[src/rtl/while_iter_seq_pkg.sv]
// Shared types and the result arithmetic for the clocked unrolled-while block.
// The arithmetic runs at a fixed wide width; callers keep the low NBITS bits.
package while_pkg;

    typedef enum logic [1:0] {
        IDLE,
        RUN,
        DONE
    } state_t;

    localparam int unsigned CALC_W = 64;
    typedef logic [CALC_W-1:0] calc_t;

    // The low bits of a wide product/sum equal the truncated narrow result,
    // so callers only need to slice the return value down to their width.
    function automatic calc_t calc_result(calc_t temp, calc_t a, calc_t b, logic mode);
        calc_t prod;
        prod = temp * a;
        return mode ? (prod + b) : (prod - b);
    endfunction

endpackage

[src/rtl/while_iter_seq_if.sv]
// Request / result handshake bundle between a requester and while_iter_seq.
interface while_iter_seq_if #(
    parameter int NBITS   = 8,
    parameter int CNTBITS = 4
);
    logic               START;
    logic               READY;
    logic [NBITS-1:0]   A;
    logic [NBITS-1:0]   B;
    logic [CNTBITS-1:0] COUNT;
    logic               MODE;
    logic [NBITS-1:0]   XOUT;
    logic               XVALID;
    logic               XREADY;
    logic               BUSY;

    modport master (
        output START, A, B, COUNT, MODE, XREADY,
        input  READY, XOUT, XVALID, BUSY
    );

    modport slave (
        input  START, A, B, COUNT, MODE, XREADY,
        output READY, XOUT, XVALID, BUSY
    );
endinterface

[src/rtl/while_iter_seq_result_calc.sv]
// Combinational trunc(temp*a) +/- b, shared with the combinational loop variant.
module while_result_calc
    import while_pkg::*;
#(
    parameter int NBITS = 8
) (
    input  logic [NBITS-1:0] temp_i,
    input  logic [NBITS-1:0] a_i,
    input  logic [NBITS-1:0] b_i,
    input  logic             mode_i,
    output logic [NBITS-1:0] res_o
);

    assign res_o = NBITS'(calc_result(calc_t'(temp_i), calc_t'(a_i), calc_t'(b_i), mode_i));

endmodule

[src/rtl/while_iter_seq.sv]
// Clocked unrolled-while: temp starts at INIT, gains STEP per cycle COUNT times,
// then trunc(temp*A) -/+ B is presented on a valid/ready output.
module while_iter_seq
    import while_pkg::*;
#(
    parameter int NBITS   = 8,
    parameter int CNTBITS = 4,
    parameter int INIT    = 1,
    parameter int STEP    = 1
) (
    input logic           CLK,
    input logic           RST,
    while_iter_seq_if.slave bus
);

    localparam logic [NBITS-1:0] INIT_W = NBITS'(INIT);
    localparam logic [NBITS-1:0] STEP_W = NBITS'(STEP);

    state_t               state_q, state_d;
    logic [NBITS-1:0]     temp_q, temp_d;
    logic [CNTBITS-1:0]   iter_q, iter_d;
    logic [NBITS-1:0]     a_q, a_d;
    logic [NBITS-1:0]     b_q, b_d;
    logic [CNTBITS-1:0]   cnt_q, cnt_d;
    logic                 mode_q, mode_d;
    logic [NBITS-1:0]     xout_q, xout_d;
    logic                 xvalid_q, xvalid_d;
    logic [NBITS-1:0]     calc_res;

    while_result_calc #(.NBITS(NBITS)) u_calc (
        .temp_i (temp_q),
        .a_i    (a_q),
        .b_i    (b_q),
        .mode_i (mode_q),
        .res_o  (calc_res)
    );

    always_ff @(posedge CLK) begin
        if (RST) begin
            state_q  <= IDLE;
            temp_q   <= '0;
            iter_q   <= '0;
            a_q      <= '0;
            b_q      <= '0;
            cnt_q    <= '0;
            mode_q   <= 1'b0;
            xout_q   <= '0;
            xvalid_q <= 1'b0;
        end else begin
            state_q  <= state_d;
            temp_q   <= temp_d;
            iter_q   <= iter_d;
            a_q      <= a_d;
            b_q      <= b_d;
            cnt_q    <= cnt_d;
            mode_q   <= mode_d;
            xout_q   <= xout_d;
            xvalid_q <= xvalid_d;
        end
    end

    // READY is decoded from IDLE, so START alone qualifies acceptance here.
    always_comb begin
        state_d  = state_q;
        temp_d   = temp_q;
        iter_d   = iter_q;
        a_d      = a_q;
        b_d      = b_q;
        cnt_d    = cnt_q;
        mode_d   = mode_q;
        xout_d   = xout_q;
        xvalid_d = xvalid_q;
        case (state_q)
            IDLE: begin
                if (bus.START) begin
                    a_d     = bus.A;
                    b_d     = bus.B;
                    cnt_d   = bus.COUNT;
                    mode_d  = bus.MODE;
                    temp_d  = INIT_W;
                    iter_d  = '0;
                    state_d = RUN;
                end
            end
            RUN: begin
                if (iter_q != cnt_q) begin
                    temp_d = temp_q + STEP_W;
                    iter_d = iter_q + CNTBITS'(1);
                end else begin
                    xout_d   = calc_res;
                    xvalid_d = 1'b1;
                    state_d  = DONE;
                end
            end
            DONE: begin
                if (bus.XREADY) begin
                    xvalid_d = 1'b0;
                    state_d  = IDLE;
                end
            end
            default: state_d = IDLE;
        endcase
    end

    always_comb begin
        bus.READY  = (state_q == IDLE);
        bus.BUSY   = (state_q == RUN);
        bus.XOUT   = xout_q;
        bus.XVALID = xvalid_q;
    end

endmodule
[src/flat_wrapper.sv]
// flat-port wrapper written by rule: the top's interface ports become plain ports
module while_iter_seq_flat import while_pkg::*;
#(
    parameter int NBITS   = 8,
    parameter int CNTBITS = 4,
    parameter int INIT    = 1,
    parameter int STEP    = 1
)
  (CLK, RST, bus_START, bus_A, bus_B, bus_COUNT, bus_MODE, bus_XREADY, bus_READY, bus_XOUT, bus_XVALID, bus_BUSY);
  while_iter_seq_if #(.NBITS(NBITS), .CNTBITS(CNTBITS)) bus_i ();
  input logic CLK;
  input logic RST;
  input wire logic [$bits(bus_i.START)-1:0] bus_START;
  input wire logic [$bits(bus_i.A)-1:0] bus_A;
  input wire logic [$bits(bus_i.B)-1:0] bus_B;
  input wire logic [$bits(bus_i.COUNT)-1:0] bus_COUNT;
  input wire logic [$bits(bus_i.MODE)-1:0] bus_MODE;
  input wire logic [$bits(bus_i.XREADY)-1:0] bus_XREADY;
  output wire logic [$bits(bus_i.READY)-1:0] bus_READY;
  output wire logic [$bits(bus_i.XOUT)-1:0] bus_XOUT;
  output wire logic [$bits(bus_i.XVALID)-1:0] bus_XVALID;
  output wire logic [$bits(bus_i.BUSY)-1:0] bus_BUSY;
  assign bus_i.START = bus_START;
  assign bus_i.A = bus_A;
  assign bus_i.B = bus_B;
  assign bus_i.COUNT = bus_COUNT;
  assign bus_i.MODE = bus_MODE;
  assign bus_i.XREADY = bus_XREADY;
  assign bus_READY = bus_i.READY;
  assign bus_XOUT = bus_i.XOUT;
  assign bus_XVALID = bus_i.XVALID;
  assign bus_BUSY = bus_i.BUSY;
  while_iter_seq #(.NBITS(NBITS), .CNTBITS(CNTBITS), .INIT(INIT), .STEP(STEP)) u_core (.CLK(CLK), .RST(RST), .bus(bus_i));
endmodule
[config.mk]
export PLATFORM = sky130hd
export DESIGN_NAME = while_iter_seq_flat
export DESIGN_NICKNAME = d
export VERILOG_FILES = /design/src/rtl/while_iter_seq_pkg.sv /design/src/rtl/while_iter_seq_if.sv /design/src/rtl/while_iter_seq_result_calc.sv /design/src/rtl/while_iter_seq.sv /design/src/flat_wrapper.sv
export SDC_FILE = /design/constraint.sdc
export NUM_CORES = 1
export LEC_CHECK = 0
export CAP_MARGIN = 20
export CORE_ASPECT_RATIO = 0.7
export CORE_MARGIN = 10
export CORE_UTILIZATION = 35
export DETAILED_ROUTE_END_ITERATION = 6
export SLEW_MARGIN = 20
export SYNTH_ARGS = -nofsm -noshare
export SYNTH_HDL_FRONTEND = slang
export SYNTH_SLANG_ARGS = --single-unit
[constraint.sdc]
create_clock -name CLK -period 5.8 [get_ports CLK]
set_clock_uncertainty 0.2 [all_clocks]
set_input_delay 0.87 -clock CLK [delete_from_list [all_inputs] [get_ports CLK]]
set_output_delay 0.87 -clock CLK [all_outputs]
set_load 0.005 [all_outputs]
### After elaboration in Yosys (flattened, before gate mapping)

Cells that the tools add are included.

* bitwise logic cells: 1
* mux-type cells: 14
* reduce and logical (&&, ||, !) cells: 8
* eq/ne operators: 7
* $add $sub $neg: 4
* multiply operators: 1

Operators by type and width (number)
* 8-bit 2-to-1 mux: 3
* 8-bit one-hot mux with 2 select lines: 1
* 3-bit AND reduction: 3
* 8-bit by 1-bit adder with 8-bit output, second input constant: 1
* 8-bit adder: 1
* 8-bit by 8-bit multiplier with 8-bit output: 1
* 4-bit 2-to-1 mux: 2
* 4-bit one-hot mux with 2 select lines: 1
* 8-bit subtractor: 1
* 2-bit 2-to-1 mux: 3
* 2-bit inequality test, second input constant: 3
* 2-bit one-hot mux with 3 select lines: 1
* 4-bit by 1-bit adder with 4-bit output, second input constant: 1
* 4-bit inequality test: 1
* 2-bit AND reduction: 2
* 2-bit nonzero test: 2
* 2-bit by 1-bit equality test with 1-bit output, second input constant: 1
* 2-bit equality test, second input constant: 1
* 2-bit zero test: 1
* 1-bit 2-to-1 mux: 2
* 2-bit by 1-bit inequality test with 1-bit output, second input constant: 1
* 1-bit one-hot mux with 2 select lines: 1
* 1-bit inverter: 1

* register bits: 44
* input port bits: 25
* output and inout bits: 11
* logic and storage cells: 44

### Logic depth before layout (Yosys ltp)

Gate-level depths: netlist of run 1.

* depth in word-level cells: 3
* depth in mapped cells: 16
* mapped depth without buffers: 15

### Cells and area by module

From an unflattened synthesis of run 1, not the netlist that was laid out.

* cells, all modules: 390
* area, all modules: 3195.6 µm²

Modules (own cells, without submodules)
* while_iter_seq: times used 1, area each 1869.3 µm², cells each 227, sequential area each 880.8 µm²
* while_result_calc: times used 1, area each 1326.3 µm², cells each 163, sequential area each 0.0 µm²

### Least setup slack after synthesis of run 1

OpenSTA, ideal clock, no wires.

* path kind: register to register
* start: register u_core.temp_q[0]
* end: register u_core.xout_q[7], in the netlist u_core.bus.XOUT[7]
* setup time: 79 ps
* period minus slack after synthesis: 4258 ps
* data arrival time: 3979 ps
* stages on the path, launching flop included: 16
* path slack: 1542 ps
* required time: 5521 ps
* buffers on the path: 1
* cell sequence: dfxtp_1 -> clkbuf_1 -> and2_1 -> fa_1 -> fa_1 -> ha_1 -> inv_1 -> fa_1 -> inv_1 -> ha_1 -> xor2_1 -> ha_1 -> or3_1 -> a31oi_1 -> xnor2_1 -> a211oi_2

* longest elaborated chain between the ends: 3
* elaborated cells on any way between the ends: 4
* those cells by class: add/sub (2); mul (1); mux (1)

Ends and longest elaborated chain
* from (decl): RTL line while_iter_seq.sv:20 `logic [NBITS-1:0] temp_q, temp_d;`
* from (signal assigned): RTL line while_iter_seq.sv:51 `temp_q <= temp_d;`
* 8-bit by 8-bit multiplier with 8-bit output *: RTL line while_iter_seq_pkg.sv:18 `prod = temp * a;`
* 8-bit subtractor / 8-bit adder (equally long branches): RTL line while_iter_seq_pkg.sv:19 `return mode ? (prod + b) : (prod - b);`
* 8-bit 2-to-1 mux *: RTL line while_iter_seq_pkg.sv:19
* to (signal assigned): RTL line while_iter_seq.sv:57 `xout_q <= xout_d;`
* to (decl): RTL line while_iter_seq.sv:26 `logic [NBITS-1:0] xout_q, xout_d;`

Mark *: on every way between the ends. The rest lies on a longest branch, timed or not.
A chain may end at the register's enable or synchronous reset.

### Final worst setup path of run 1

Ends and elaborated chain as after synthesis.

==> results of run 1 <==
-- cell usage in the layout (no fill, tap or decap), types with 2 or more instances in the layout --
cell,n
sky130_fd_sc_hd__a211oi_1,3
sky130_fd_sc_hd__a21o_1,3
sky130_fd_sc_hd__a21oi_1,33
sky130_fd_sc_hd__a31oi_1,4
sky130_fd_sc_hd__and2_1,21
sky130_fd_sc_hd__and2_2,6
sky130_fd_sc_hd__buf_4,2
sky130_fd_sc_hd__clkbuf_16,5
sky130_fd_sc_hd__clkdlybuf4s50_1,35
sky130_fd_sc_hd__dfxtp_1,44
sky130_fd_sc_hd__fa_1,13
sky130_fd_sc_hd__ha_1,26
sky130_fd_sc_hd__inv_1,33
sky130_fd_sc_hd__mux2i_1,5
sky130_fd_sc_hd__nand2_1,62
sky130_fd_sc_hd__nand2b_1,5
sky130_fd_sc_hd__nand3b_1,2
sky130_fd_sc_hd__nand4_1,4
sky130_fd_sc_hd__nor2_1,29
sky130_fd_sc_hd__nor2b_1,4
sky130_fd_sc_hd__nor3_1,3
sky130_fd_sc_hd__o21ai_0,3
sky130_fd_sc_hd__xnor2_1,18
sky130_fd_sc_hd__xor2_1,18
-- registers in the layout, summed over array words and instances (netlist names) --
name               count
u_core.a_q             8
u_core.b_q             8
u_core.bus.XOUT        8
u_core.temp_q          8
u_core.cnt_q           4
u_core.iter_q          4
u_core.state_q         2
u_core.bus.XVALID      1
u_core.mode_q          1
-- layer usage --
metal	up-vias	track usage [%]	routed length, microns
met5	-	0	0
met4	0	2.05	25
met3	2	3.33	366
met2	37	15.0	2530
met1	1070	14.9	3410
li1	1226	-	-
-- Yosys cell counts, drive strengths merged --
master,instances,area [sq um]
a211oi,4,35.0
a21boi,1,7.51
a21o,3,22.5
a21oi,33,165
a31oi,4,25.0
and2,27,176
and4,1,8.76
buf,5,22.5
clkbuf,10,37.5
dfxtp,44,881
fa,13,260
ha,26,325
inv,33,124
mux2,1,11.3
mux2i,5,50.1
nand2,62,233
nand2b,5,31.3
nand3,1,5.00
nand3b,2,15.0
nand4,4,25.0
nor2,29,109
nor2b,4,25.0
nor3,3,15.0
nor4,1,6.26
o21a,1,7.51
o21ai,4,20.0
or3,1,6.26
xnor2,19,185
xnor3,1,22.5
xor2,18,158
-- cell families (layout without fill, tap and decap cells) --
group           Yosys count  after routing  share of synthesized area [%]
mux                       6              6                           2.03
fa+ha+maj                39             39                           19.4
xor+xnor                 38             38                           12.1
flops                    44             44                           29.2
buf+inv                  48             78                           6.10
simple gates            140            140                           21.7
compound gates           50             50                           9.38
-- worst paths after layout --
check	slack, ns	end	startpoint	depth (start not counted)
setup / recovery	1.43	u_core.bus.XOUT[7]	u_core.temp_q[0]	14
hold / removal	0.26	u_core.a_q[7]	u_core.a_q[7]	2
setup reg to reg	1.43	u_core.bus.XOUT[7]	u_core.temp_q[0]	14
hold reg to reg	0.26	u_core.a_q[7]	u_core.a_q[7]	2
-- final cells by class --
class,instances,area (sq um)
Timing Repair Buffer,37,365
Inverter,33,124
Clock buffer,6,139
Clock inverter,2,38.8
Sequential cell,44,881
Multi-Input combinational cell,273,1950
Tap cell,105,131
Fill cell,842,4780
-- worst reg2reg max path, cell delays in order, from the launching register on --
cell,delay [ns]
sky130_fd_sc_hd__dfxtp_1,0.43
sky130_fd_sc_hd__and2_1,0.24
sky130_fd_sc_hd__fa_1,0.45
sky130_fd_sc_hd__fa_1,0.49
sky130_fd_sc_hd__ha_1,0.29
sky130_fd_sc_hd__inv_1,0.05
sky130_fd_sc_hd__fa_1,0.52
sky130_fd_sc_hd__inv_1,0.04
sky130_fd_sc_hd__ha_1,0.32
sky130_fd_sc_hd__xor2_1,0.17
sky130_fd_sc_hd__ha_1,0.23
sky130_fd_sc_hd__or3_1,0.34
sky130_fd_sc_hd__a31oi_1,0.20
sky130_fd_sc_hd__xnor2_1,0.15
sky130_fd_sc_hd__a211oi_2,0.09
-- power groups by stage --
stage          registers [mW]  clock network, mW  logic (mW)
2_1_floorplan           0.349                  0       0.149
3_3_place_gp            0.358                  0       0.211
3_5_place_dp            0.359                  0       0.214
4_1_cts                 0.352              0.345       0.216
5_1_grt                 0.357              0.356       0.240
6_report                0.352              0.337       0.212
==> impl_metrics.prom, run 1 <==
# TYPE chip_impl_metric gauge
chip_impl_metric{name="drt_first_pass_iters",unit=""} 4
chip_impl_metric{name="detail_route.drc_violations",unit=""} 0
chip_impl_metric{name="dr_total_vias",unit=""} 2335
chip_impl_info{name="clockRootBuffer",value="sky130_fd_sc_hd__clkbuf_16"} 1
chip_impl_metric{name="io_buffers",unit=""} 35
chip_impl_metric{name="yosys_register_bits",unit=""} 44
chip_impl_info{name="crit_chain",value="and2_1, fa_1, fa_1, ha_1, inv_1, fa_1, inv_1, ha_1, xor2_1, ha_1, or3_1, a31oi_1, xnor2_1, a211oi_2"} 1
chip_impl_metric{name="io_pins",unit=""} 36
chip_impl_metric{name="post_cts_hold_buffer_count",unit=""} 0
chip_impl_metric{name="p_total",unit="mW"} 0.901
chip_impl_info{name="status",value="finished clean"} 1
chip_impl_metric{name="post_dp_cell_area",unit="sq um"} 3450
chip_impl_metric{name="p_leak",unit="nW"} 1.56
chip_impl_metric{name="power.share.sequential",unit="%"} 39.1
chip_impl_metric{name="drive_gt1_share",unit="%"} 4.81
chip_impl_metric{name="finalSetupViolCount",unit=""} 0
chip_impl_metric{name="dieHeight",unit="microns"} 97.7
chip_impl_metric{name="antenna_found_initial",unit=""} 0
chip_impl_info{name="critPathSlowestCell",value="sky130_fd_sc_hd__fa_1"} 1
chip_impl_metric{name="post_cts_resized",unit=""} 0
chip_impl_metric{name="syn_nets",unit=""} 429
chip_impl_metric{name="synth.yosys.seq_area_share",unit="%"} 29.2
chip_impl_metric{name="yosysUniqueCellTypes",unit=""} 35
chip_impl_metric{name="postCtsSetupRepairBufs",unit=""} 0
chip_impl_metric{name="layout-area-overhead-vs-synth",unit="%"} 20.4
chip_impl_metric{name="comb_power_share",unit="%"} 23.5
chip_impl_metric{name="crit_path_max_fanout",unit=""} 14
chip_impl_metric{name="violation_count_after_the_first_detailed_routing_iteration",unit=""} 79
chip_impl_metric{name="synthesis.area",unit="sq um"} 3020
chip_impl_metric{name="max_clock_freq",unit="MHz"} 229
chip_impl_metric{name="crit_path_max_incr_delay",unit="ns"} 0.52
chip_impl_metric{name="cts-root-to-sink-buffers",unit=""} 2
chip_impl_metric{name="number_of_cts_inserted_buffers",unit=""} 5
chip_impl_info{name="unrepaired_setup_endpoints_after_global_routing",value="false"} 1
chip_impl_metric{name="die_width",unit="microns"} 131
chip_impl_metric{name="grt_start_max_net_pins",unit=""} 24
chip_impl_metric{name="ir_worst_vdd",unit="uV"} 127
chip_impl_metric{name="utilization",unit="%"} 43.2
chip_impl_metric{name="swShare",unit="%"} 28.1
chip_impl_metric{name="hpwl",unit="microns"} 5050
chip_impl_metric{name="arrival",unit="ns"} 4.30
chip_impl_metric{name="dp_worst_setup_slack",unit="ns"} 1.43
chip_impl_info{name="critPathLaunchType",value="register"} 1
chip_impl_metric{name="worst_margin_pin_slew",unit="ns"} 0.848
chip_impl_metric{name="nets",unit=""} 458
chip_impl_metric{name="design.die.area",unit="sq um"} 12800
chip_impl_info{name="timing.setup.critical_path_class",value="register to register"} 1
chip_impl_metric{name="antenna_cells_inserted",unit=""} 0
chip_impl_metric{name="globalRouteTotalUtil",unit="%"} 10.5
chip_impl_metric{name="worst_skew_pair.late_latency",unit="ns"} 0.28
chip_impl_metric{name="powerDensity",unit="nW/um^2"} 248
chip_impl_metric{name="clock_power_share",unit="%"} 37.4
chip_impl_metric{name="post_route_hold_slack",unit="ns"} 0.263
chip_impl_metric{name="final.period_utilization",unit="%"} 75.3
chip_impl_metric{name="maxSlewViolCount",unit=""} 0
chip_impl_info{name="critPathCaptureType",value="register"} 1
chip_impl_metric{name="wire_length_of_the_first_global_routing_pass",unit="microns"} 11000
chip_impl_metric{name="clk_transition_reported_paths",unit="ns"} 0.07
chip_impl_metric{name="setup_ws",unit="ns"} 1.43
chip_impl_metric{name="final_period_minus_worst_setup_slack",unit="ns"} 4.37
chip_impl_metric{name="post_detailed_route_count_of_antenna_violating_nets",unit=""} 0
chip_impl_metric{name="place_congestion",unit=""} 0.831
chip_impl_metric{name="vias_in_the_first_global_route",unit=""} 2277
chip_impl_metric{name="routedWlPerCell",unit="microns"} 12.7
chip_impl_info{name="min-delay-path-class",value="register to register"} 1
chip_impl_metric{name="clock_sink_count",unit=""} 44
chip_impl_metric{name="critical_path_required",unit="ns"} 5.73
chip_impl_metric{name="globalRoute.totalOverflow",unit=""} 0
chip_impl_info{name="cts_tree",value="built"} 1
chip_impl_metric{name="placement_rows",unit=""} 28
chip_impl_metric{name="layoutNonFillerInstCount",unit=""} 500
chip_impl_metric{name="core",unit="sq um"} 8410
chip_impl_metric{name="initial_utilization",unit="%"} 35.9
chip_impl_metric{name="synth-warning-count",unit=""} 0
chip_impl_metric{name="routed_wl",unit="microns"} 6340
chip_impl_metric{name="mapped_avg_cell_area",unit="sq um"} 8.26
chip_impl_metric{name="synth_cells",unit=""} 365
chip_impl_metric{name="setup_total_negative_slack",unit="ns"} 0
chip_impl_metric{name="path_buf_inv",unit=""} 2
chip_impl_metric{name="cap_violations",unit=""} 0
chip_impl_metric{name="h-tree-depth",unit=""} 2
chip_impl_metric{name="intPower",unit="mW"} 0.648
chip_impl_metric{name="final_area",unit="sq um"} 3630
chip_impl_metric{name="switching_power",unit="mW"} 0.253
chip_impl_metric{name="place.detailed.instances",unit=""} 492
chip_impl_metric{name="max-slew-margin-rel",unit="%"} 43.3
chip_impl_info{name="worst_path_dominant_cell_family",value="adder cells"} 1
chip_impl_metric{name="finalHoldViolCount",unit=""} 0
chip_impl_metric{name="avgViaCountPerCell",unit=""} 4.67
Note: power is estimated with default switching activity, not from simulation.
==> run 2: changes to the inputs <==
==> constraint.sdc (replaced) <==
create_clock -name CLK -period 3.9 [get_ports CLK]
set_clock_uncertainty 0.2 [all_clocks]
set_input_delay 0.585 -clock CLK [delete_from_list [all_inputs] [get_ports CLK]]
set_output_delay 0.585 -clock CLK [all_outputs]
set_load 0.005 [all_outputs]
==> run 2 against run 1 <==
Against the previous run:
- wire length up 14%
- worst setup slack worse by 1.5 ns
- register-to-register slack worse by 1.5 ns
- total power up 55%
- critical path type unchanged
- clock power up 45%
- fmax up 11%
- via count up 4.5%
- largest cell class unchanged
- the run now ends with setup timing left
- combinational power up 81%
==> impl_metrics.prom, run 2 (synthesis gave the netlist of run 1 again) <==
# TYPE chip_impl_metric gauge
chip_impl_info{name="status",value="finished with violations"} 1
chip_impl_info{name="failing_checks",value="setup timing"} 1
chip_impl_info{name="cts_tree",value="built"} 1
chip_impl_metric{name="route.met2.wl",unit="microns"} 3010
chip_impl_info{name="critPathCaptureType",value="register"} 1
chip_impl_metric{name="utilization",unit="%"} 46.8
chip_impl_metric{name="vias_in_the_first_global_route",unit=""} 2379
chip_impl_info{name="clockRootBuffer",value="sky130_fd_sc_hd__clkbuf_16"} 1
chip_impl_metric{name="max-slew-margin-rel",unit="%"} 45.4
chip_impl_metric{name="routed_wl",unit="microns"} 7190
chip_impl_metric{name="io_buffers",unit=""} 35
chip_impl_metric{name="initial_utilization",unit="%"} 35.9
chip_impl_metric{name="detail_route.drc_violations",unit=""} 0
chip_impl_info{name="min-delay-path-class",value="register to register"} 1
chip_impl_metric{name="grt_start_max_net_pins",unit=""} 22
chip_impl_metric{name="setup_total_negative_slack",unit="ns"} -0.0456
chip_impl_metric{name="dr_total_vias",unit=""} 2440
chip_impl_metric{name="h-tree-depth",unit=""} 2
chip_impl_metric{name="drt_first_pass_iters",unit=""} 4
chip_impl_metric{name="clk_transition_reported_paths",unit="ns"} 0.07
chip_impl_metric{name="dieHeight",unit="microns"} 97.7
chip_impl_info{name="worst_path_dominant_cell_family",value="adder cells"} 1
chip_impl_info{name="unrepaired_setup_endpoints_after_global_routing",value="true"} 1
chip_impl_metric{name="max_clock_freq",unit="MHz"} 253
chip_impl_metric{name="antenna_found_initial",unit=""} 0
chip_impl_metric{name="hpwl",unit="microns"} 5570
chip_impl_metric{name="routedWlPerCell",unit="microns"} 13.9
chip_impl_metric{name="finalHoldViolCount",unit=""} 0
chip_impl_metric{name="final_period_minus_worst_setup_slack",unit="ns"} 3.95
chip_impl_metric{name="crit_path_max_incr_delay",unit="ns"} 0.48
chip_impl_info{name="critPathLaunchType",value="register"} 1
chip_impl_metric{name="globalRoute.totalOverflow",unit=""} 0
chip_impl_metric{name="finalSetupViolCount",unit=""} 1
chip_impl_info{name="mostFrequentLayoutCell",value="sky130_fd_sc_hd__nand2_1"} 1
chip_impl_metric{name="cts-root-to-sink-buffers",unit=""} 2
chip_impl_metric{name="core",unit="sq um"} 8410
chip_impl_metric{name="antenna_cells_inserted",unit=""} 0
chip_impl_metric{name="placement_rows",unit=""} 28
chip_impl_metric{name="post_detailed_route_count_of_antenna_violating_nets",unit=""} 0
chip_impl_metric{name="drive_gt1_share",unit="%"} 18.7
chip_impl_metric{name="cap_violations",unit=""} 0
chip_impl_metric{name="maxSlewViolCount",unit=""} 0
chip_impl_metric{name="ir_worst_vdd",unit="uV"} 230
chip_impl_info{name="final_cell_mix",value="sky130_fd_sc_hd__nand2_1 (60), sky130_fd_sc_hd__dfxtp_1 (36), sky130_fd_sc_hd__clkdlybuf4s50_1 (35)"} 1
chip_impl_metric{name="met3_wirelength",unit="microns"} 381
chip_impl_metric{name="final.period_utilization",unit="%"} 101
chip_impl_metric{name="clock_sink_count",unit=""} 44
chip_impl_metric{name="globalRouteTotalUtil",unit="%"} 11.3
chip_impl_metric{name="critical_path_required",unit="ns"} 3.85
chip_impl_metric{name="p_leak",unit="nW"} 1.63
chip_impl_metric{name="dp_worst_setup_slack",unit="ns"} -0.0870
chip_impl_metric{name="arrival",unit="ns"} 3.89
chip_impl_info{name="top_layer_used",value="met4"} 1
chip_impl_metric{name="die_width",unit="microns"} 131
chip_impl_metric{name="design.die.area",unit="sq um"} 12800
chip_impl_metric{name="p_total",unit="mW"} 1.39
chip_impl_metric{name="nets",unit=""} 474
chip_impl_metric{name="number_of_cts_inserted_buffers",unit=""} 5
chip_impl_info{name="crit_chain",value="and2_4, fa_2, fa_1, ha_1, inv_2, fa_1, inv_2, ha_4, xor2_2, ha_4, or3_4, a31oi_4, xnor2_1, a211oi_2"} 1
chip_impl_metric{name="worst_margin_pin_slew",unit="ns"} 0.819
chip_impl_metric{name="path_buf_inv",unit=""} 2
chip_impl_metric{name="powerDensity",unit="nW/um^2"} 354
chip_impl_metric{name="post_route_hold_slack",unit="ns"} 0.266
chip_impl_metric{name="wl_met1",unit="microns"} 3740
chip_impl_info{name="critPathSlowestCell",value="sky130_fd_sc_hd__fa_1"} 1
chip_impl_metric{name="violation_count_after_the_first_detailed_routing_iteration",unit=""} 80
chip_impl_metric{name="worst_skew_pair.late_latency",unit="ns"} 0.29
chip_impl_metric{name="layout-area-overhead-vs-synth",unit="%"} 30.6
chip_impl_metric{name="wire_length_of_the_first_global_routing_pass",unit="microns"} 11900
chip_impl_metric{name="setup_ws",unit="ns"} -0.0456
chip_impl_metric{name="crit_path_max_fanout",unit=""} 5
chip_impl_metric{name="io_pins",unit=""} 36
chip_impl_info{name="timing.setup.critical_path_class",value="register to register"} 1
chip_impl_metric{name="avgViaCountPerCell",unit=""} 4.73
chip_impl_metric{name="place_congestion",unit=""} 0.845
## run 2: changes by cell type in the layout (fill, tap and decap cells not counted), moves of 7 or more
| cell | delta |
|---|---|
| sky130_fd_sc_hd__ha_1 | -8 |
| sky130_fd_sc_hd__dfxtp_1 | -8 |
| sky130_fd_sc_hd__buf_4 | +15 |
| sky130_fd_sc_hd__ha_4 | +7 |
| sky130_fd_sc_hd__inv_1 | -7 |
| sky130_fd_sc_hd__inv_2 | +7 |
## run 2: final timing paths
path                            slack, ns           from  cells after the start                  to
worst max-delay path                -0.05  u_core.a_q[2]                     14  u_core.bus.XOUT[7]
worst min-delay path                 0.27  u_core.a_q[7]                      2       u_core.a_q[7]
worst max register to register      -0.05  u_core.a_q[2]                     14  u_core.bus.XOUT[7]
worst min register to register       0.27  u_core.a_q[7]                      2       u_core.a_q[7]
## run 2: layout make-up
cell class | count | area [sq um]
multi-input combinational | 273 | 2120
tap | 105 | 131
clock buffer | 5 | 125
sequential | 44 | 901
clock inverter | 3 | 46.3
timing repair buffer | 53 | 489
fill | 820 | 4470
inverter | 33 | 124
## run 2: per-stage QoR
stage | instances | area, sq um
finish | 516 | 3940
global route | 516 | 3940
CTS | 515 | 3790
detailed placement | 506 | 3600
global placement | 506 | 3600
floorplan | 365 | 3080
## run 2: per-layer routing
| layer | vias up | GRT usage (%) |
|---|---|---|
| li1 | 1255 | - |
| met1 | 1132 | 16.7 |
| met2 | 46 | 15.9 |
| met3 | 7 | 3.00 |
| met4 | 0 | 2.47 |
| met5 | - | 0 |
## run 2: where the power goes
part	switching [mW]	internal [mW]	total, mW
clock	0.184	0.304	0.488
combinational	0.191	0.193	0.384
sequential	0.0352	0.485	0.520
## run 2: worst register-to-register path, cell delays in order (launching register included)
cell                       delay [ns]
sky130_fd_sc_hd__dfxtp_4         0.36
sky130_fd_sc_hd__and2_4          0.16
sky130_fd_sc_hd__fa_2            0.40
sky130_fd_sc_hd__fa_1            0.45
sky130_fd_sc_hd__ha_1            0.30
sky130_fd_sc_hd__inv_2           0.04
sky130_fd_sc_hd__fa_1            0.48
sky130_fd_sc_hd__inv_2           0.05
sky130_fd_sc_hd__ha_4            0.25
sky130_fd_sc_hd__xor2_2          0.19
sky130_fd_sc_hd__ha_4            0.16
sky130_fd_sc_hd__or3_4           0.37
sky130_fd_sc_hd__a31oi_4         0.17
sky130_fd_sc_hd__xnor2_1         0.15
sky130_fd_sc_hd__a211oi_2        0.08
## run 2: repair_timing
action | 4_1_cts | 5_1_grt
hold buffers | 0 | 0
setup buffers | 1 | 1
resized for setup | 7 | 34
endpoints found under the setup margin | 2 | 2
pin swaps | 5 | 22
